## src/rtl/cpu_ctrl_pkg.sv

```systemverilog
// cpu_ctrl_pkg: shared control-path types for the multi-cycle MIPS core.
//   seq_state_t     : sequencer state encoding, also exported on the debug port
//   *_DEF           : default parameter values for cycle_sequencer
//   seq_busy()      : states in which an instruction is in flight
package cpu_ctrl_pkg;

   typedef enum logic [2:0] {
      IDLE   = 3'd0,
      FETCH  = 3'd1,
      DECODE = 3'd2,
      EXEC   = 3'd3,
      MEM    = 3'd4,
      WB     = 3'd5,
      FAULT  = 3'd6
   } seq_state_t;

   localparam int ACK_TIMEOUT_DEF = 15;
   localparam int TMR_W_DEF       = 4;
   localparam int CNT_W_DEF       = 32;

   function automatic logic seq_busy(input seq_state_t s);
      return (s != IDLE) && (s != FAULT);
   endfunction

endpackage

```

## src/rtl/seq_wait_timer.sv

```systemverilog
// seq_wait_timer: memory-acknowledge wait counter shared by FETCH and MEM.
//   clk, rst_n : core clock, synchronous active-low reset
//   clr        : hold counter at zero (asserted whenever not waiting on memory)
//   inc        : one more cycle passed without an acknowledge
//   expired    : counter has reached ACK_TIMEOUT (never, when ACK_TIMEOUT = 0)
// TMR_W must satisfy 2**TMR_W > ACK_TIMEOUT so the limit is reachable.
module seq_wait_timer
   import cpu_ctrl_pkg::*;
#(
   parameter int ACK_TIMEOUT = ACK_TIMEOUT_DEF,
   parameter int TMR_W       = TMR_W_DEF
)(
   input  logic clk,
   input  logic rst_n,
   input  logic clr,
   input  logic inc,
   output logic expired
);

   logic [TMR_W-1:0] cnt;

   always_ff @(posedge clk) begin
      if (!rst_n || clr)
         cnt <= '0;
      else if (inc)
         cnt <= cnt + 1'b1;
   end

   // Expiry is only a comparison; the sequencer decides that an ack in the
   // same cycle still wins.
   assign expired = (ACK_TIMEOUT != 0) && (cnt == TMR_W'(ACK_TIMEOUT));

endmodule

```

## src/rtl/cycle_sequencer.sv

```systemverilog
// cycle_sequencer: multi-cycle control FSM for the single-issue MIPS core.
// Produces one-cycle enable strobes on the core clock for fetch, decode,
// execute, memory and writeback, with variable-latency memory handshakes
// and run / single-step / halt control.
//   clk, rst_n          : core clock, synchronous active-low reset
//   run, step, halt_req : debug/top-level control
//   is_load, is_store,
//   wr_reg              : decoder outputs for the current instruction
//   imem_req/ack,ir_load: instruction fetch handshake and IR capture
//   dmem_req/we/ack     : data memory handshake
//   reg_we, pc_we,
//   retire              : writeback strobes
//   busy, fault, state  : status and debug state
// Build option CYCLE_SEQ_PERF_EN adds perf_clr, cyc_cnt and ret_cnt.
module cycle_sequencer
   import cpu_ctrl_pkg::*;
#(
   parameter int ACK_TIMEOUT = ACK_TIMEOUT_DEF,
   parameter int TMR_W       = TMR_W_DEF,
   parameter int CNT_W       = CNT_W_DEF
)(
   input  logic             clk,
   input  logic             rst_n,
   input  logic             run,
   input  logic             step,
   input  logic             halt_req,
   input  logic             is_load,
   input  logic             is_store,
   input  logic             wr_reg,
   output logic             imem_req,
   input  logic             imem_ack,
   output logic             ir_load,
   output logic             dmem_req,
   output logic             dmem_we,
   input  logic             dmem_ack,
   output logic             reg_we,
   output logic             pc_we,
   output logic             retire,
   output logic             busy,
   output logic             fault,
`ifdef CYCLE_SEQ_PERF_EN
   input  logic             perf_clr,
   output logic [CNT_W-1:0] cyc_cnt,
   output logic [CNT_W-1:0] ret_cnt,
`endif
   output logic [2:0]       state
);

   seq_state_t st;
   logic       st_f;     // store flag captured at EXEC
   logic       wr_f;     // register-write flag captured at EXEC
   logic       in_wait;
   logic       ack_cur;
   logic       expired;

   // One timer serves both memory waits; it is held clear outside FETCH/MEM,
   // so every entry into either state starts counting from zero.
   assign in_wait = (st == FETCH) || (st == MEM);
   assign ack_cur = (st == FETCH) ? imem_ack : dmem_ack;

   seq_wait_timer #(
      .ACK_TIMEOUT (ACK_TIMEOUT),
      .TMR_W       (TMR_W)
   ) u_wait_timer (
      .clk     (clk),
      .rst_n   (rst_n),
      .clr     (!in_wait),
      .inc     (in_wait && !ack_cur),
      .expired (expired)
   );

   always_ff @(posedge clk) begin
      if (!rst_n) begin
         st   <= IDLE;
         st_f <= 1'b0;
         wr_f <= 1'b0;
      end else begin
         unique case (st)
            IDLE:   if (!halt_req && (run || step)) st <= FETCH;
            FETCH:  if (imem_ack) st <= DECODE;
                    else if (expired) st <= FAULT;
            DECODE: st <= EXEC;
            EXEC: begin
               st_f <= is_store;
               wr_f <= wr_reg;
               st   <= (is_load || is_store) ? MEM : WB;
            end
            MEM:    if (dmem_ack) st <= WB;
                    else if (expired) st <= FAULT;
            WB:     st <= (run && !halt_req) ? FETCH : IDLE;
            FAULT:  st <= FAULT;
            default: st <= FAULT;
         endcase
      end
   end

   // Strobes decode the registered state; reset squelches them immediately so
   // an abandoned instruction never writes the PC or register file.
   always_comb begin
      imem_req = 1'b0;
      ir_load  = 1'b0;
      dmem_req = 1'b0;
      dmem_we  = 1'b0;
      reg_we   = 1'b0;
      pc_we    = 1'b0;
      retire   = 1'b0;
      if (rst_n) begin
         case (st)
            FETCH: begin
               imem_req = 1'b1;
               ir_load  = imem_ack;
            end
            MEM: begin
               dmem_req = 1'b1;
               dmem_we  = st_f;
            end
            WB: begin
               pc_we  = 1'b1;
               reg_we = wr_f;
               retire = 1'b1;
            end
            default: ;
         endcase
      end
   end

   assign busy  = seq_busy(st);
   assign fault = (st == FAULT);
   assign state = st;

`ifdef CYCLE_SEQ_PERF_EN
   always_ff @(posedge clk) begin
      if (!rst_n || perf_clr) begin
         cyc_cnt <= '0;
         ret_cnt <= '0;
      end else begin
         if (busy)   cyc_cnt <= cyc_cnt + 1'b1;
         if (retire) ret_cnt <= ret_cnt + 1'b1;
      end
   end
`else
   // CNT_W only sizes the counters; both builds share one parameter list.
   logic unused_cnt_w;
   assign unused_cnt_w = (CNT_W > 0);
`endif

endmodule
```

## config.mk

```make
export PLATFORM = sky130hd
export DESIGN_NAME = cycle_sequencer
export DESIGN_NICKNAME = d
export VERILOG_FILES = /design/src/rtl/cpu_ctrl_pkg.sv /design/src/rtl/seq_wait_timer.sv /design/src/rtl/cycle_sequencer.sv
export SDC_FILE = /design/constraint.sdc
export NUM_CORES = 1
export LEC_CHECK = 0
export BUFFER_PORTS_ARGS = -buffer_cell sky130_fd_sc_hd__buf_2
export CAP_MARGIN = 20
export CORE_MARGIN = 5
export CORE_UTILIZATION = 46
export CTS_BUF_LIST = sky130_fd_sc_hd__clkbuf_16
export CTS_CLUSTER_DIAMETER = 80
export DETAILED_ROUTE_END_ITERATION = 10
export PLACE_DENSITY = 0.75
export SETUP_SLACK_MARGIN = 0.5
export SLEW_MARGIN = 30
export SYNTH_ARGS = -nofsm -noshare
export SYNTH_HDL_FRONTEND = slang
export SYNTH_SLANG_ARGS = --single-unit
export TNS_END_PERCENT = 50
```

## constraint.sdc

```tcl
create_clock -name clk -period 1.7 [get_ports clk]
set_clock_uncertainty 0.2 [all_clocks]
set_input_delay 0.17 -clock clk [delete_from_list [all_inputs] [get_ports clk]]
set_output_delay 0.17 -clock clk [all_outputs]
set_load 0.02 [all_outputs]
```

### Yosys cells after proc, flatten, opt, wreduce, memory -nomap -nowiden

Index checks and enable logic that the tools add are counted.

| storage, ports and cells | value |
|---|---|
| input bits | 10 |
| bits in latches | 0 |
| RAM bits | 0 |
| word-level logic and storage cells | 48 |
| register bits after elaboration | 9 |
| memories kept | 0 |
| output and inout bits | 12 |
| bits in read-only memories | 0 |

| cells by class | value |
|---|---|
| bitwise gates (word level) | 0 |
| reductions and logical operators | 14 |
| div/mod/pow operators | 0 |
| add/sub/neg operators | 1 |
| $mul | 0 |
| muxes and demuxes | 20 |
| shifts and indexed selects | 0 |
| eq/ne operators | 9 |
| $lt $le $gt $ge | 0 |

Operators with widths:

| operator | count |
|---|---|
| 3-bit case mux with 6 select lines | 1 |
| 1-bit two-way mux | 15 |
| 3-bit two-way mux | 4 |
| 3-bit == test (second input constant) | 3 |
| 3-bit by 2-bit == test with 1-bit output (second input constant) | 2 |
| 4-bit by 1-bit adder with 4-bit output (second input constant) | 1 |
| 4-bit == test (second input constant) | 1 |
| 1-bit logical AND | 4 |
| 1-bit logical NOT | 4 |
| 1-bit logical OR | 4 |
| 3-bit by 1-bit == test with 1-bit output (second input constant) | 1 |
| 3-bit logical NOT | 1 |
| 3-bit inequality test (second input constant) | 1 |
| 3-bit nonzero test | 1 |
| 2-bit inequality test (second input constant) | 1 |

### Longest topological paths before layout

Gate-level depths: netlist of run 1.

| logic depth | value |
|---|---|
| depth in word-level cells | 4 |
| mapped depth | 4 |

### Cells and area by module

A second synthesis of run 1 with hierarchy kept.

| unflattened totals | value |
|---|---|
| cell total of the unflattened synthesis | 70 |
| area total of the unflattened synthesis | 594.3 sq um |

By module, submodules not included:

| module | times used | cells an instance | area an instance (sq um) | sequential area each (sq um) |
|---|---|---|---|---|
| cycle_sequencer | 1 | 52 | 405.4 | 100.1 |
| seq_wait_timer | 1 | 18 | 188.9 | 80.1 |

### Least setup slack after synthesis of run 1

Ideal clock, no wire load.

| timing path | value |
|---|---|
| kind | register -> output |
| start | reg st[1] (netlist: state[1]) |
| end | out dmem_we |
| data required time | 1.330 ns |
| slack | -0.059 ns |
| stages on the path, launching flop included | 5 |
| arrival | 1.389 ns |
| path through | dfxtp_1 -> buf_2 -> nand2b_1 -> nor2_1 -> and2_1 |

| on the way | value |
|---|---|
| word-level cells in the longest chain between the ends | 3 |

RTL lines:

| what | line | source |
|---|---|---|
| from (decl) | cycle_sequencer.sv:49 | `seq_state_t st;` |
| from (signal assigned) | cycle_sequencer.sv:86 | `st <= (is_load \|\| is_store) ? MEM : WB;` |
| from (signal assigned) | cycle_sequencer.sv:90 | `WB: st <= (run && !halt_req) ? FETCH : IDLE;` |
| 3-bit == test | cycle_sequencer.sv:108 | `case (st)` |
| 1-bit two-way mux | cycle_sequencer.sv:108 |  |
| 1-bit two-way mux | cycle_sequencer.sv:107 | `if (rst_n) begin` |
| to (decl) | cycle_sequencer.sv:34 | `output logic dmem_we,` |

Every way passes these cells.

### Final worst setup path of run 1

| timing path | value |
|---|---|
| start | reg st[1] (netlist: state[1]) |
| end | reg u_wait_timer.cnt[2] |

| on the way | value |
|---|---|
| word-level cells in the longest chain between the ends | 4 |

RTL lines:

| what | line | source |
|---|---|---|
| 3-bit by 1-bit == test with 1-bit output / 3-bit == test (equally long branches) | cycle_sequencer.sv:58, cycle_sequencer.sv:59 |  |
| 1-bit two-way mux / 1-bit logical OR (equally long branches) | cycle_sequencer.sv:59, cycle_sequencer.sv:58 |  |
| 1-bit logical NOT (on tied branches) | cycle_sequencer.sv:68, cycle_sequencer.sv:67 |  |
| 1-bit logical AND / 1-bit logical OR (equally long branches) | cycle_sequencer.sv:68, seq_wait_timer.sv:23 |  |
| to (signal assigned) | seq_wait_timer.sv:26 | `cnt <= cnt + 1'b1;` |
| to (decl) | seq_wait_timer.sv:20 | `logic [TMR_W-1:0] cnt;` |

Parallel ways exist; a longest one is shown, timed or not.
A chain may end at the register's enable or synchronous reset.

==> results of run 1 <==
[kinds of logic after synthesis]
kind of cell / count (synthesis)
AO/OA/AOI/OAI: 14
XOR/XNOR: 2
flip-flops: 9
AND/OR/NAND/NOR: 34
buffers and inverters: 6
adder cells (fa/ha/maj): 1
multiplexers: 6
[power by group through the flow]
stage                     combinational, mW  sequential [mW]  clock [mW]
after global placement                0.211            0.258           0
final                                 0.401            0.249       0.415
after global routing                  0.417            0.250       0.432
after detailed placement              0.214            0.260           0
after CTS                             0.276            0.248       0.416
after floorplan                       0.166            0.254           0
[routing by layer]
metal | GRT usage, % | share of wire [%] | vias up
met5 | 0 | 0 | -
li1 | - | - | 341
met4 | 2.841 | 5.5 | 0
met3 | 6.641 | 8.1 | 17
met2 | 40.11 | 49 | 69
met1 | 22.45 | 37 | 395
[layout make-up]
type | count | area [um^2]
clock buffer | 3 | 75.07
clock inverter | 1 | 3.754
fill | 41 | 78.83
inverter | 2 | 7.507
multi-input combinational | 57 | 580.6
sequential | 9 | 198.9
tap | 15 | 18.77
timing repair buffer | 38 | 305.3
[flip-flops by register name, indices dropped and copies added (netlist names)]
name and cells:
u_wait_timer.cnt 4, state 3, st_f 1, wr_f 1
[per-stage QoR]
stage | hold slack (ns) | power, mW | setup WS [ns] | cell area [um^2] | utilization [%]
finish | 0.05788 | 1.064 | 0.08409 | 1190 | 93.79
global placement | 0.2344 | 0.4687 | 0.1551 | 822.0 | 64.79
detailed placement | 0.2505 | 0.4741 | 0.1140 | 822.0 | 64.79
CTS | 0.005071 | 0.9398 | 0.1548 | 1020 | 80.37
floorplan | 0.07975 | 0.4200 | 0.2001 | 714.4 | -
global route | 0.07007 | 1.099 | 0.04643 | 1190 | 93.79
[repair_timing]
action                     CTS  global route
hold buffers                 0             0
pin swaps                    3            12
setup buffers               10             5
gates resized for setup     14            24
setup endpoints to repair   21            20
[worst register-to-register path: stages (launching register included)]
cell      delay, ns
dfxtp_4        0.37
or4b_4         0.57
a21boi_2       0.19
mux2i_1        0.21
[Yosys cell counts]
cell type / instances
a211o_1: 1
a21boi_1: 1
a21o_1: 2
a21oi_1: 2
a31oi_1: 3
and2_1: 2
and3_1: 1
buf_2: 3
buf_4: 1
dfxtp_1: 9
ha_1: 1
inv_1: 1
inv_2: 1
mux2i_1: 6
nand2_1: 3
nand2b_1: 5
nand3_1: 5
nand3b_1: 3
nor2_1: 4
nor2b_1: 3
nor3_1: 2
nor4b_1: 1
nor4bb_1: 1
o21ai_0: 1
o21ai_1: 1
o21ba_1: 1
o22a_1: 1
o41ai_1: 1
or3_1: 2
or4b_4: 2
xnor2_1: 1
xor2_1: 1
[worst paths after layout]
path | from | end | cells after the start
worst max register to register | state[1] | u_wait_timer.cnt[2] | 3
worst max-delay path | state[1] | u_wait_timer.cnt[2] | 3
worst min-delay path | wr_reg | wr_f | 3
worst min register to register | u_wait_timer.cnt[0] | u_wait_timer.cnt[0] | 2
==> run_results.csv, run 1 <==
group,metric,value,unit
critical_path,crit_path_end_kind,"flip-flop",
clock_network,clockBufferDepth,2,
critical_path,crit_chain,"or4b_4 -> a21boi_2 -> mux2i_1",
global_route,grt_pass1_vias,687,
timing,max_clock_freq,0.6188,GHz
logic_synthesis,postSynthAreaPerCell,8.463,um^2
routing,drtIter0Drc,39,
routing,via_per_inst,6.576,
final_layout,num_antenna_cells,0,
power,powerDensity,894.4,nW/um^2
critical_path,cp.required,1.66,ns
placement,dp_hpwl,1183,um
critical_path,critPathKind,"flip-flop to flip-flop",
logic_synthesis,synth_xor_area_share,2.875,%
logic_synthesis,synth_top_family_by_area,"simple AND/OR/NAND/NOR gates",
critical_path,r2r_slack,0.08,ns
power,pwr-share-seq,23.4,%
floorplan,core,1269,um^2
clock_network,ctsRootBufferMaster,"clkbuf_16",
global_route,grt.overflow.total,0,
power,comb_power_share,37.7,%
routing,routed_wl,3222,um
critical_path,cp.arrival,1.58,ns
clock_network,cts_max_level,1,
logic_synthesis,synth_compound_area_share,16.02,%
logic_synthesis,syn-cell-area,609.3,um^2
timing,finalHoldViolations,0,
power,p_switching,343.2,uW
routing,drc,0,
floorplan,die_area,2153,um^2
global_route,track_usage,20.98,%
placement,port_buffers,21,
logic_synthesis,synthAdderAreaFrac,2.053,%
critical_path,critical_path.top_delay_family,"simple AND/OR/NAND/NOR gates",
final_layout,area_growth,95.28,%
timing,timing.slew.headroom,80.68,%
clock_network,cts_tree,"built",
clock_network,cts_made_buffers,3,
final_layout,layout.nets,122,
timing,tightest_slew,0.2896,ns
critical_path,cp-start-kind,"flip-flop",
timing,min_period,1.616,ns
floorplan,die_h,46.40,um
floorplan,rows,13,
placement,placed_cells,106,
routing,ant_nets,0,
power,power_frac_clock,39.0,%
critical_path,path_max_fanout,7,
global_route,grt_pass1_wl,3174,um
floorplan,die_w,46.40,um
global_route,antenna_found_initial,0,
logic_synthesis,yosys.area_share.simple,34.70,%
critical_path,max_stage_delay,0.57,ns
clock_network,insertion_delay,0.24,ns
routing,drt_pass1_iterations,4,
logic_synthesis,synth_top_area_share,29.57,%
logic_synthesis,synth_seq_cells,9,
routing,post_drt_wl_per_cell,25.78,um
global_route,grt_max_degree,12,
critical_path,cp_num_buf_inv,0,
power,ir_worst_vdd,0.0009503,V
timing,fin_crit_sh,95.05,%
power,p_leak,0.5027,nW
timing,drv_slew,0,
logic_synthesis,synth_nets,83,
logic_synthesis,synthDistinctLibCells,32,
placement,gp_congestion,0.7743,
clock_network,clkSlewWorstSetupHoldPaths,0.04,ns
logic_synthesis,syn_inst,72,
floorplan,io_pins,22,
logic_synthesis,muxShareOfSynthArea,9.856,%
job,cap_violations,0,
power,p_sw_share,32.25,%
timing,report.final.setup_viol,0,
hold_path,hold_class,"input pin to flip-flop",
final_layout,final_common_cell,"buf_2",
final_layout,fin_cells,125,
status,outcome,"completed",
floorplan,start_util,48.03,%
routing,vias,822,
power,p_int,721.1,uW
logic_synthesis,synthTopCellsByArea,"dfxtp_1, mux2i_1, nand2b_1",
logic_synthesis,seq_area_frac_synth,29.57,%
logic_synthesis,yosys_warnings,0,
final_layout,final_cell_mix,"buf_2, buf_6, buf_4",
logic_synthesis,yosys.area.top_type,"dfxtp_1",
timing,fin_setup_tns,0,ns
timing,rsz0062_at_grt,"true",
clock_network,clock_sinks,9,
final_layout,drive_above_1_share,63.64,%
critical_path,slowest_stage,"or4b_4",
Power figures use the tool's default switching activity.
==> run 2, diff against run 1 <==
Settings changed: CORE_MARGIN 5 to default.
==> run_results.csv, run 2 (synthesis results as in run 1) <==
group,metric,value,unit
global_route,grt_pass1_wl,2484,um
critical_path,cp.arrival,1.31,ns
clock_network,cts_tree,"built",
routing,drtIter0Drc,20,
critical_path,cp_num_buf_inv,3,
global_route,grt.overflow.total,0,
clock_network,ctsRootBufferMaster,"clkbuf_16",
global_route,grt_max_degree,13,
power,powerDensity,936.1,nW/um^2
power,ir_worst_vdd,0.0009129,V
critical_path,max_stage_delay,0.36,ns
placement,placed_cells,107,
critical_path,r2r_slack,0.11,ns
critical_path,startpoint,"state[1]",
clock_network,cts_made_buffers,3,
final_layout,final_cell_mix,"buf_2, buf_4, buf_6",
clock_network,clockBufferDepth,2,
clock_network,cts_max_level,1,
routing,post_drt_wl_per_cell,19.06,um
timing,rsz0062_at_grt,"true",
critical_path,path_max_fanout,7,
final_layout,nFillCells,39,
timing,fin_ws,0.01524,ns
routing,ant_nets,0,
final_layout,largest-register,"u_wait_timer.cnt",
floorplan,start_util,52.03,%
floorplan,core,1171,um^2
routing,vias,731,
final_layout,area_growth,78.44,%
routing,drt_pass1_iterations,4,
global_route,track_usage,26.12,%
routing,via_per_inst,5.992,
clock_network,clkSlewWorstSetupHoldPaths,0.04,ns
final_layout,num_antenna_cells,0,
critical_path,critPathKind,"flip-flop to output pin",
routing,drc,0,
critical_path,slowest_stage,"dfxtp_4",
placement,dp_hpwl,1049,um
timing,min_period,1.685,ns
timing,timing.slew.headroom,70.40,%
final_layout,final_core_util,92.84,%
floorplan,die_area,1474,um^2
global_route,antenna_found_initial,0,
timing,tightest_slew,0.4424,ns
floorplan,die_w,38.40,um
floorplan,rows,12,
critical_path,critical_path.top_delay_family,"buffers and inverters",
timing,fin_setup_tns,0,ns
global_route,grt_pass1_vias,594,
timing,fin_crit_sh,99.10,%
critical_path,r2r-start,"state[0]",
clock_network,clock_sinks,9,
job,cap_violations,0,
final_layout,fin_cells,122,
hold_path,worstHoldStart,"rst_n",
placement,port_buffers,21,
routing,routed_wl,2325,um
final_layout,largest_register_ffs,4,
timing,drv_slew,0,
floorplan,io_pins,22,
critical_path,cp.required,1.33,ns
timing,max_clock_freq,0.5936,GHz
power,finalPower,1.018,mW
floorplan,die_h,38.40,um
timing,finalHoldViolations,0,
status,outcome,"completed",
final_layout,drive_above_1_share,60.19,%
critical_path,crit_chain,"buf_6 -> buf_4 -> xnor2_1 -> nand2b_1 -> buf_2",
critical_path,crit_path_end_kind,"output pin",
final_layout,layout.nets,120,
final_layout,final_common_cell,"buf_2",
power,p_leak,0.4792,nW
hold_path,hold_class,"input pin to flip-flop",
timing,report.final.setup_viol,0,
placement,gp_congestion,0.7716,
critical_path,cp-start-kind,"flip-flop",
clock_network,insertion_delay,0.24,ns
placement,dp_slack,0.1619,ns
## run 2: where the power goes
part | switching [mW] | internal (mW) | total, mW
Sequential | 0.0171 | 0.225 | 0.242
Clock | 0.119 | 0.312 | 0.431
Combinational | 0.177 | 0.167 | 0.345
Total | 0.314 | 0.704 | 1.02
## run 2: stage by stage
step           instance area [um^2]  hold WS (ns)
2_1_floorplan                 714.4       0.07975
3_3_place_gp                  835.8        0.2371
3_5_place_dp                  835.8        0.2408
4_1_cts                        1001       0.03422
5_1_grt                        1087       0.05656
6_report                       1087       0.04706
## run 2: what timing repair did
| action | in CTS | in global routing |
|---|---|---|
| buffers inserted | 4 | 5 |
| gates cloned | 0 | 1 |
| endpoints found under the setup margin | 20 | 21 |
| hold buffers | 1 | 0 |
| hold endpoints to repair | 1 | 0 |
| gates resized for setup | 14 | 6 |
| pin swaps | 5 | 4 |
## run 2: worst min-delay path: cells and delay by family
family,cells,cell delay (ns)
AO/OA/AOI/OAI,2,0.12
buffers and inverters,1,0.15
## run 2: layer usage
layer  global-route usage [%]  vias up  part of all wire (%)
met5                        0        -                     0
met3                    9.884        8                   4.9
met1                    27.56      352                    41
met4                    18.10        0                   4.1
li1                         -      340                     -
met2                    42.37       31                    50
## run 2: cell type report
cell class | count | area [um^2] | area share, %
Multi-Input combinational cell | 57 | 500.5 | 46.03
Timing Repair Buffer | 36 | 287.8 | 26.47
Sequential cell | 9 | 193.9 | 17.84
Clock buffer | 3 | 75.07 | 6.905
Tap cell | 14 | 17.52 | 1.611
Inverter | 2 | 7.507 | 0.6905
Clock inverter | 1 | 5.005 | 0.4603
## run 2: path summary, 6_finish.rpt
| path | endpoint | cells after the start |
|---|---|---|
| worst max-delay path | busy | 5 |
| worst min-delay path | state[1] | 3 |
| worst max register to register | u_wait_timer.cnt[2] | 5 |
| worst min register to register | u_wait_timer.cnt[3] | 2 |
==> run 3, diff against run 2 <==
Settings changed: SETUP_SLACK_MARGIN 0.5 to 0.05.
==> run_results.csv, run 3 (synthesis results as in run 1) <==
group,metric,value,unit
status,outcome,"completed",
final_layout,final_cell_mix,"buf_2, mux2i_1, dfxtp_1",
floorplan,die_w,38.40,um
clock_network,cts_made_buffers,3,
clock_network,cts_setup_buffers,0,
final_layout,num_antenna_cells,0,
routing,drc,0,
routing,drt_pass1_iterations,4,
clock_network,cts_tree,"built",
floorplan,rows,12,
critical_path,crit_chain,"buf_6 -> nand2b_4 -> nor2_4 -> and2_1 -> buf_4",
critical_path,max_stage_delay,0.35,ns
global_route,track_usage,22.96,%
final_layout,final_core_util,73.50,%
hold_path,hold_class,"input pin to flip-flop",
clock_network,clock_sinks,9,
timing,fin_ws,0.08819,ns
timing,report.final.setup_viol,0,
final_layout,final_cell_area,860.8,um^2
final_layout,drive_above_1_share,41.24,%
floorplan,die_area,1474,um^2
power,p_leak,0.3978,nW
final_layout,final_common_cell,"buf_2",
placement,dp_slack,0.09374,ns
job,cap_violations,0,
timing,tightest_slew,0.4112,ns
final_layout,largest-register,"u_wait_timer.cnt",
critical_path,cp_num_buf_inv,2,
placement,placed_cells,107,
critical_path,path_max_fanout,11,
critical_path,r2r-start,"state[1]",
critical_path,cp-start-kind,"flip-flop",
placement,gp_congestion,0.7258,
critical_path,worstReg2RegEnd,"u_wait_timer.cnt[3]",
clock_network,ctsRootBufferMaster,"clkbuf_16",
clock_network,hold_buffers,0,
timing,max_clock_freq,0.6204,GHz
placement,dp_hpwl,969.3,um
routing,vias,625,
timing,timing.hold.ws,0.0001273,ns
global_route,grt_max_degree,15,
global_route,grt_pass1_wl,2256,um
timing,fin_setup_tns,0,ns
final_layout,largest_register_ffs,4,
routing,post_drt_wl_per_cell,13.23,um
floorplan,start_util,52.03,%
global_route,antenna_found_initial,0,
routing,routed_wl,1469,um
clock_network,insertion_delay,0.23,ns
critical_path,critical_path.top_delay_family,"flip-flops",
floorplan,io_pins,22,
critical_path,critPathKind,"flip-flop to output pin",
power,finalPower,876.3,uW
global_route,grt.overflow.total,0,
routing,via_per_inst,5.631,
routing,drtIter0Drc,10,
timing,finalHoldViolations,0,
global_route,grt_pass1_vias,564,
timing,rsz0062_at_grt,"true",
placement,port_buffers,21,
hold_path,whs_endpoint,"wr_f",
routing,ant_nets,0,
timing,min_period,1.612,ns
final_layout,fin_cells,111,
floorplan,die_h,38.40,um
placement,place_area,743.2,um^2
timing,timing.slew.headroom,72.23,%
timing,fin_crit_sh,94.81,%
critical_path,cp.required,1.33,ns
floorplan,core,1171,um^2
power,ir_worst_vdd,0.0005288,V
critical_path,crit_path_end_kind,"output pin",
clock_network,clockBufferDepth,2,
timing,drv_slew,0,
hold_path,worstHoldStart,"wr_reg",
clock_network,ctsResizeCount,2,
final_layout,area_growth,41.27,%
final_layout,layout.nets,109,
hold_path,min_delay_path_depth,3,
critical_path,worstRegToRegCells,3,
clock_network,cts_max_level,1,
critical_path,cp.arrival,1.24,ns
critical_path,slowest_stage,"dfxtp_2",
critical_path,r2r_slack,0.12,ns
clock_network,clkSlewWorstSetupHoldPaths,0.04,ns
power,powerDensity,1018,nW/um^2
## run 3: cell count changes in the layout (fill, tap and decap cells not counted), sizes merged
cell / before / now
buf: 34 / 25
inv: 2 / 3
clkinv: 1 / 0
dlygate4sd3: 1 / 0
clkbuf: 4 / 3
## run 3: how the worst max path moves through the flow
stage / startpoint / to / slack [ns] / depth (start not counted)
after floorplan: state[1] / ir_load / 0.03 / 3
after global placement: state[1] / u_wait_timer.cnt[3] / 0.13 / 3
after detailed placement: state[1] / u_wait_timer.cnt[3] / 0.09 / 3
after CTS: state[2] / ir_load / 0.03 / 4
after global routing: state[0] / dmem_we / 0.04 / 5
final: state[0] / dmem_we / 0.09 / 5
## run 3: worst min-delay path, delay by kind of cell
kind	cells	cell delay [ns]
buffers and inverters	1	0.08
multiplexers	1	0.05
AND/OR/NAND/NOR	1	0.10
## run 3: final cells by class
| class | instances | area [um^2] |
|---|---|---|
| multi-input cells | 57 | 427.9 |
| fillers | 82 | 310.3 |
| flip-flops and latches | 9 | 183.9 |
| repair buffers | 25 | 145.1 |
| clock buffers | 3 | 75.07 |
| well taps | 14 | 17.52 |
| inverters | 2 | 7.507 |
| clock inverters | 1 | 3.754 |
## run 3: power by group
| part | internal [mW] | leakage [nW] | switching, mW | total [mW] |
|---|---|---|---|---|
| Sequential | 0.225 | 0.0741 | 0.0138 | 0.239 |
| Combinational | 0.100 | 0.281 | 0.124 | 0.225 |
| Clock | 0.308 | 0.0423 | 0.105 | 0.413 |
| Total | 0.633 | 0.398 | 0.243 | 0.876 |
## run 3: routing by layer
| metal | global-route usage (%) | part of all wire [%] | vias to the layer above |
|---|---|---|---|
| li1 | - | - | 311 |
| met1 | 27.24 | 46 | 299 |
| met2 | 36.44 | 50 | 13 |
| met3 | 5.814 | 2.5 | 2 |
| met4 | 14.66 | 1.2 | 0 |
| met5 | 0 | 0 | - |
